===== src/rtl/lif_pkg.sv =====
// Shared defaults and helpers for the leaky-integrate-and-fire spike network.
// Contents:
//   LIF_* localparams  default widths, threshold, leak shift and refractory length
//   sat_t / SAT_W      wide unsigned working type for saturating arithmetic
//   sat_add            unsigned add clamped to a caller-supplied ceiling
package lif_pkg;

    localparam int LIF_N_IN       = 3;
    localparam int LIF_W_IN       = 4;
    localparam int LIF_W_MEM      = 8;
    localparam int LIF_W_WT       = 4;
    localparam int LIF_W_SYN      = 6;
    localparam int LIF_W_CNT      = 8;
    localparam int LIF_THRESH     = 20;
    localparam int LIF_LEAK_SHIFT = 3;
    localparam int LIF_REFRAC     = 2;

    // Working width for saturating sums; every field in the design is narrower.
    localparam int SAT_W = 16;
    typedef logic [SAT_W-1:0] sat_t;

    // a + b, clamped to max_v. A one-bit-wider sum means a carry can never wrap.
    function automatic sat_t sat_add(input sat_t a, input sat_t b, input sat_t max_v);
        logic [SAT_W:0] sum_v;
        sum_v = {1'b0, a} + {1'b0, b};
        if (sum_v > {1'b0, max_v}) begin
            return max_v;
        end else begin
            return sum_v[SAT_W-1:0];
        end
    endfunction

endpackage


===== src/rtl/lif_core.sv =====
// One leaky-integrate-and-fire neuron.
// Ports:
//   clk, reset  clock; asynchronous active-low reset
//   en          advance enable; low holds mem/refractory state and drops spike
//   cur         input current, zero-extended to the membrane width
//   mem         registered membrane potential
//   spike       registered one-cycle spike pulse
//   fire        combinational: this edge will fire (used to count spikes on the same edge)
module lif_core
    import lif_pkg::*;
#(
    parameter int W_CUR      = LIF_W_IN,
    parameter int W_MEM      = LIF_W_MEM,
    parameter int THRESH     = LIF_THRESH,
    parameter int LEAK_SHIFT = LIF_LEAK_SHIFT,
    parameter int REFRAC     = LIF_REFRAC
) (
    input  logic             clk,
    input  logic             reset,
    input  logic             en,
    input  logic [W_CUR-1:0] cur,
    output logic [W_MEM-1:0] mem,
    output logic             spike,
    output logic             fire
);

    localparam int   W_REF   = (REFRAC > 0) ? $clog2(REFRAC + 1) : 1;
    localparam sat_t MEM_MAX = sat_t'({W_MEM{1'b1}});

    logic [W_MEM-1:0] mem_r;
    logic [W_REF-1:0] refr_r;
    logic             spike_r;
    logic [W_MEM-1:0] leaked_s;
    logic [W_MEM-1:0] nxt_s;
    sat_t             nxt_wide_s;
    logic             nxt_unused_s;

    // Leak, integrate with saturation, and decide whether this edge fires.
    always_comb begin
        leaked_s   = mem_r - (mem_r >> LEAK_SHIFT);
        nxt_wide_s = sat_add(sat_t'(leaked_s), sat_t'(cur), MEM_MAX);
        nxt_s      = nxt_wide_s[W_MEM-1:0];
        fire       = en && (refr_r == {W_REF{1'b0}}) && (nxt_s >= W_MEM'(THRESH));
    end

    // Bits above the membrane width are always zero after clamping.
    assign nxt_unused_s = ^nxt_wide_s[SAT_W-1:W_MEM];

    // Membrane / refractory / spike state; disabled edges hold state but drop the spike.
    always_ff @(posedge clk or negedge reset) begin
        if (!reset) begin
            mem_r   <= {W_MEM{1'b0}};
            refr_r  <= {W_REF{1'b0}};
            spike_r <= 1'b0;
        end else if (en) begin
            if (refr_r != {W_REF{1'b0}}) begin
                mem_r   <= {W_MEM{1'b0}};
                spike_r <= 1'b0;
                refr_r  <= refr_r - W_REF'(1);
            end else if (fire) begin
                mem_r   <= {W_MEM{1'b0}};
                spike_r <= 1'b1;
                refr_r  <= W_REF'(REFRAC);
            end else begin
                mem_r   <= nxt_s;
                spike_r <= 1'b0;
            end
        end else begin
            spike_r <= 1'b0;
        end
    end

    assign mem   = mem_r;
    assign spike = spike_r;

endmodule


===== src/rtl/lif_spike_network.sv =====
// N_IN input LIF neurons -> weighted saturating synapse -> one output LIF neuron,
// plus a saturating count of output spikes.
// Ports:
//   clk, reset  clock; asynchronous active-low reset
//   en          advance enable; low freezes state and forces spikes to 0
//   ext_in      packed input currents, slice i drives input neuron i
//   spike_in    registered input-neuron spikes
//   syn_cur     registered synaptic current into the output neuron
//   out_mem     output neuron membrane potential
//   spike_out   registered output spike
//   spike_cnt   saturating output spike count
// Optional build macro LIF_WEIGHT_LOAD_EN adds wt_we / wt_addr / wt_data for run-time
// weight writes (independent of en; out-of-range addresses ignored). Without it the
// weights are the constant WEIGHTS parameter.
module lif_spike_network
    import lif_pkg::*;
#(
    parameter int N_IN       = LIF_N_IN,
    parameter int W_IN       = LIF_W_IN,
    parameter int W_MEM      = LIF_W_MEM,
    parameter int W_WT       = LIF_W_WT,
    parameter int W_SYN      = LIF_W_SYN,
    parameter int W_CNT      = LIF_W_CNT,
    parameter int THRESH     = LIF_THRESH,
    parameter int LEAK_SHIFT = LIF_LEAK_SHIFT,
    parameter int REFRAC     = LIF_REFRAC,
    parameter logic [N_IN*W_WT-1:0] WEIGHTS = {4'd3, 4'd4, 4'd5},
    localparam int W_ADDR    = (N_IN > 1) ? $clog2(N_IN) : 1
) (
    input  logic                 clk,
    input  logic                 reset,
    input  logic                 en,
    input  logic [N_IN*W_IN-1:0] ext_in,
`ifdef LIF_WEIGHT_LOAD_EN
    input  logic                 wt_we,
    input  logic [W_ADDR-1:0]    wt_addr,
    input  logic [W_WT-1:0]      wt_data,
`endif
    output logic [N_IN-1:0]      spike_in,
    output logic [W_SYN-1:0]     syn_cur,
    output logic [W_MEM-1:0]     out_mem,
    output logic                 spike_out,
    output logic [W_CNT-1:0]     spike_cnt
);

    localparam sat_t SYN_MAX = sat_t'({W_SYN{1'b1}});

    logic [W_WT-1:0]  wt_s [N_IN];
    logic [W_MEM-1:0] in_mem_unused_s [N_IN];
    logic [N_IN-1:0]  in_fire_unused_s;
    logic             out_fire_s;
    sat_t             syn_sum_s;
    logic             syn_unused_s;
    logic [W_SYN-1:0] syn_cur_r;
    logic [W_CNT-1:0] spike_cnt_r;

`ifdef LIF_WEIGHT_LOAD_EN
    logic [W_WT-1:0] wt_r [N_IN];

    // Loadable weights: reset to WEIGHTS, written regardless of en.
    always_ff @(posedge clk or negedge reset) begin
        if (!reset) begin
            for (int i = 0; i < N_IN; i++) begin
                wt_r[i] <= WEIGHTS[i*W_WT +: W_WT];
            end
        end else if (wt_we && (32'(wt_addr) < N_IN)) begin
            wt_r[wt_addr] <= wt_data;
        end
    end

    assign wt_s = wt_r;
`else
    for (genvar g = 0; g < N_IN; g++) begin : g_wt
        assign wt_s[g] = WEIGHTS[g*W_WT +: W_WT];
    end
`endif

    for (genvar g = 0; g < N_IN; g++) begin : g_in
        lif_core #(
            .W_CUR(W_IN), .W_MEM(W_MEM), .THRESH(THRESH),
            .LEAK_SHIFT(LEAK_SHIFT), .REFRAC(REFRAC)
        ) u_in (
            .clk(clk), .reset(reset), .en(en),
            .cur(ext_in[g*W_IN +: W_IN]),
            .mem(in_mem_unused_s[g]),
            .spike(spike_in[g]),
            .fire(in_fire_unused_s[g])
        );
    end

    // Saturating sum of the weights of every input neuron that spiked last edge.
    always_comb begin
        syn_sum_s = sat_t'(0);
        for (int i = 0; i < N_IN; i++) begin
            if (spike_in[i]) begin
                syn_sum_s = sat_add(syn_sum_s, sat_t'(wt_s[i]), SYN_MAX);
            end else begin
                syn_sum_s = syn_sum_s;
            end
        end
    end

    assign syn_unused_s = ^syn_sum_s[SAT_W-1:W_SYN];

    // Synaptic current register; no hold across enabled edges, frozen when disabled.
    always_ff @(posedge clk or negedge reset) begin
        if (!reset) begin
            syn_cur_r <= {W_SYN{1'b0}};
        end else if (en) begin
            syn_cur_r <= syn_sum_s[W_SYN-1:0];
        end
    end

    lif_core #(
        .W_CUR(W_SYN), .W_MEM(W_MEM), .THRESH(THRESH),
        .LEAK_SHIFT(LEAK_SHIFT), .REFRAC(REFRAC)
    ) u_out (
        .clk(clk), .reset(reset), .en(en),
        .cur(syn_cur_r),
        .mem(out_mem),
        .spike(spike_out),
        .fire(out_fire_s)
    );

    // Count output spikes on the edge they are raised, sticking at all-ones.
    always_ff @(posedge clk or negedge reset) begin
        if (!reset) begin
            spike_cnt_r <= {W_CNT{1'b0}};
        end else if (out_fire_s && (spike_cnt_r != {W_CNT{1'b1}})) begin
            spike_cnt_r <= spike_cnt_r + W_CNT'(1);
        end
    end

    assign syn_cur   = syn_cur_r;
    assign spike_cnt = spike_cnt_r;

endmodule


===== config.mk =====
export PLATFORM = sky130hd
export DESIGN_NAME = lif_spike_network
export DESIGN_NICKNAME = d
export VERILOG_FILES = /design/src/rtl/lif_pkg.sv /design/src/rtl/lif_core.sv /design/src/rtl/lif_spike_network.sv
export SDC_FILE = /design/constraint.sdc
export NUM_CORES = 1
export LEC_CHECK = 0
export ABC_CLOCK_PERIOD_IN_PS = 8200
export BUFFER_PORTS_ARGS = -buffer_cell sky130_fd_sc_hd__buf_4
export CAP_MARGIN = 20
export CORE_ASPECT_RATIO = 0.9
export CORE_MARGIN = 1.5
export CORE_UTILIZATION = 36
export CTS_CLUSTER_SIZE = 14
export DETAILED_ROUTE_END_ITERATION = 16
export GPL_TIMING_DRIVEN = 0
export PLACE_DENSITY = 0.63
export SLEW_MARGIN = 30
export SYNTH_ARGS = -nofsm -noshare
export SYNTH_HDL_FRONTEND = slang
export SYNTH_SLANG_ARGS = --single-unit

===== constraint.sdc =====
create_clock -name clk -period 8.2 [get_ports clk]
set_input_delay 0.82 -clock clk [delete_from_list [all_inputs] [get_ports clk]]
set_output_delay 0.82 -clock clk [all_outputs]
set_load 0.02 [all_outputs]

==> qor.yml <==
status: "finished, final reports clean"
grt_pass1_wl_mm: 17.5
start_kind: "flop"
die_h_um: 110
ir_drop_v: 0.000149
crit_type: "flop to flop"
die_x_um: 122
ys_types: 69
nNetsFinal: 626
layout_min_cycle_time_ns: 3.96
core_area_sq_mm: 0.0123
cpMaxStageDelayCell: "or4_1"
num_vias: 3708
diodes: 0
pre_cts_ws_ns: 4.32
post_cts_buffers: 0
total_leakage_power_uw: 0.00258
setup_viol: 0
cp.required_ns: 8.41
cp_max_fo: 4
final_min_period_over_clock_period: 0.483
instances_no_fill: 714
cp_top_family: "compound AO/OA/AOI/OAI gates"
rsz0062_at_grt: "false"
cts_resized: 0
syn_inst: 500
place_area_sq_mm: 0.00509
max_cap_violations: 0
yosys.area.top_type: "dfrtp_1"
worst-path-buf-inv: 1
totalWireLength_mm: 10.2
io_buffers: 39
synth.area.top_cells: "dfrtp_1, ha_1, inv_1, fa_1, nor2_1"
clkTransAtPathRegs_ns: 0.05
netlist_area_sq_mm: 0.00460
ys.warnings.count: 0
slew_headroom: 0.509
place_congestion: 0.834
antenna_found_initial: 0
dieArea_sq_mm: 0.0135
post_drt_wl_per_cell_um: 14.3
critPathMaxStageDelay_ns: 0.54
arrival_ns: 4.17
vias_per_cell: 5.19
final_common_cell: "inv_1"
cts_sinks: 57
synthFlopType: "dfrtp_1"
grt_use_total: 0.166
avgSynthCellArea_sq_um: 9.20
ys_seq_elements: 57
pin_count: 41
cts_tree: "built"
clock_tree.root_cell: "clkbuf_16"
insertion_delay_ns: 0.33
clock_skew_ns: 0.00489
drc: 0
dr.pass1.iters: 4
dp.cells: 699
ys_async_sr_fraction: 1.00
cts_max_level: 3
final_cell_mix: "inv_1, dfrtp_1, ha_1"
max_freq_ghz: 0.253
worst_slew_pin_slew_ns: 0.736
syn2layout_area_growth_pct: 17.5
start_util: 0.375
powerDensity_mw_per_mm2: 466
cts_hold_buf: 0
grt_pass1_vias: 3744
ant_nets: 0
synth_edf_count: 0
seq_area_frac_synth: 0.310
drv_slew: 0
synth.net_count: 576
grt_overflow_total: 0
fin_ws_ns: 4.24
hpwl_mm: 7.75
grt_max_degree: 58
rows: 38
fin_area_sq_mm: 0.00541
tns_ns: 0
cp_cell_sequence: "inv_1 > ha_1 > nor2b_1 > o21ai_0 > nor2b_1 > xnor2_1 > ha_1 > a21oi_1 > o21ai_0 > or4_1 > mux2i_1 > o41ai_2 > o31ai_2 > mux2_1"
cts_max_path_buffers: 2
finalHoldViolations: 0
numCtsBuffers: 9
synth_top_cell_area_share: 0.310
drt_iter0_drc: 136
endpoint_kind: "flop"
hp-class: "flop to flop"
drive_gt1_frac: 0.152
==> metrics by stage <==
stage,hold slack (ns),util,power [uW]
after floorplan,0.464,-,1740
after global placement,0.475,0.415,2060
after detailed placement,0.495,0.415,2120
after CTS,0.507,0.441,2540
after global routing,0.523,0.441,2760
final,0.506,0.441,2520
==> area by class of cell <==
type | count | area [sq um]
Fill cell | 1227 | 6860
Multi-Input combinational cell | 364 | 2860
Sequential cell | 57 | 1430
Timing Repair Buffer | 39 | 293
Inverter | 68 | 255
Clock buffer | 12 | 246
Tap cell | 160 | 200
Clock inverter | 3 | 65.1
Buffer | 11 | 57.6
==> Yosys cell counts (all sizes together) (11+ instances only) <==
master and n:
o32ai 11, xor2 13, inv 68, o21ai 23
nor2 42, nor2b 17, nand2 26, dfrtp 57
a21oi 19, o22ai 13, nor3 15, ha 53
xnor2 15
==> where the power goes <==
| part | leakage, uW | internal (uW) | total (uW) | switching, uW |
|---|---|---|---|---|
| clock network | 0.000153 | 272 | 396 | 124 |
| logic | 0.00166 | 741 | 1710 | 966 |
| registers | 0.000764 | 356 | 414 | 58.8 |
==> worst register-to-register path, cell delays in order, from the launching register on <==
cell     delay (ns)
dfrtp_1        0.42
inv_1          0.09
ha_1           0.27
nor2b_1        0.12
o21ai_0        0.29
nor2b_1        0.21
xnor2_1        0.17
ha_1           0.30
a21oi_1        0.14
o21ai_0        0.19
or4_1          0.54
mux2i_1        0.24
o41ai_2        0.17
o31ai_2        0.34
mux2_1         0.35
==> logic make-up after synthesis <==
kind of cell,share of synthesized area
compound gates,0.178
mux,0.0397
simple gates,0.168
other cells,0.000815
buf+inv,0.0680
fa+ha+maj,0.179
flops,0.310
xor+xnor,0.0566
==> state kept, by name (all words and copies together) (netlist names) <==
register and flops:
g_in.u_in.mem 24, spike_cnt 8, u_out.mem 8, g_in.u_in.refr_r 6
syn_cur 5, g_in.u_in.spike 3, u_out.refr_r 2, u_out.spike 1
==> routing by layer <==
layer | GRT usage | share of wire | vias to the layer above
li1 | - | - | 1856
met1 | 0.210 | 0.49 | 1787
met2 | 0.278 | 0.46 | 46
met3 | 0.0370 | 0.028 | 19
met4 | 0.0623 | 0.024 | 0
met5 | 0 | 0 | -
==> path summary, 6_finish.rpt <==
| kind | start | endpoint | slack (ns) | cells past startpoint |
|---|---|---|---|---|
| worst max-delay path | g_in[1].u_in.mem[4] | g_in[1].u_in.refr_r[0] | 4.24 | 14 |
| min in group asynchronous | reset | spike_cnt[7] | 0.55 | 1 |
| worst min register to register | spike_cnt[7] | spike_cnt[7] | 0.51 | 1 |
| worst max register to register | g_in[1].u_in.mem[4] | g_in[1].u_in.refr_r[0] | 4.24 | 14 |
| worst min-delay path | spike_cnt[7] | spike_cnt[7] | 0.51 | 1 |
| max in group asynchronous | reset | u_out.mem[3] | 7.15 | 1 |
(Power assumes the default switching activity.)
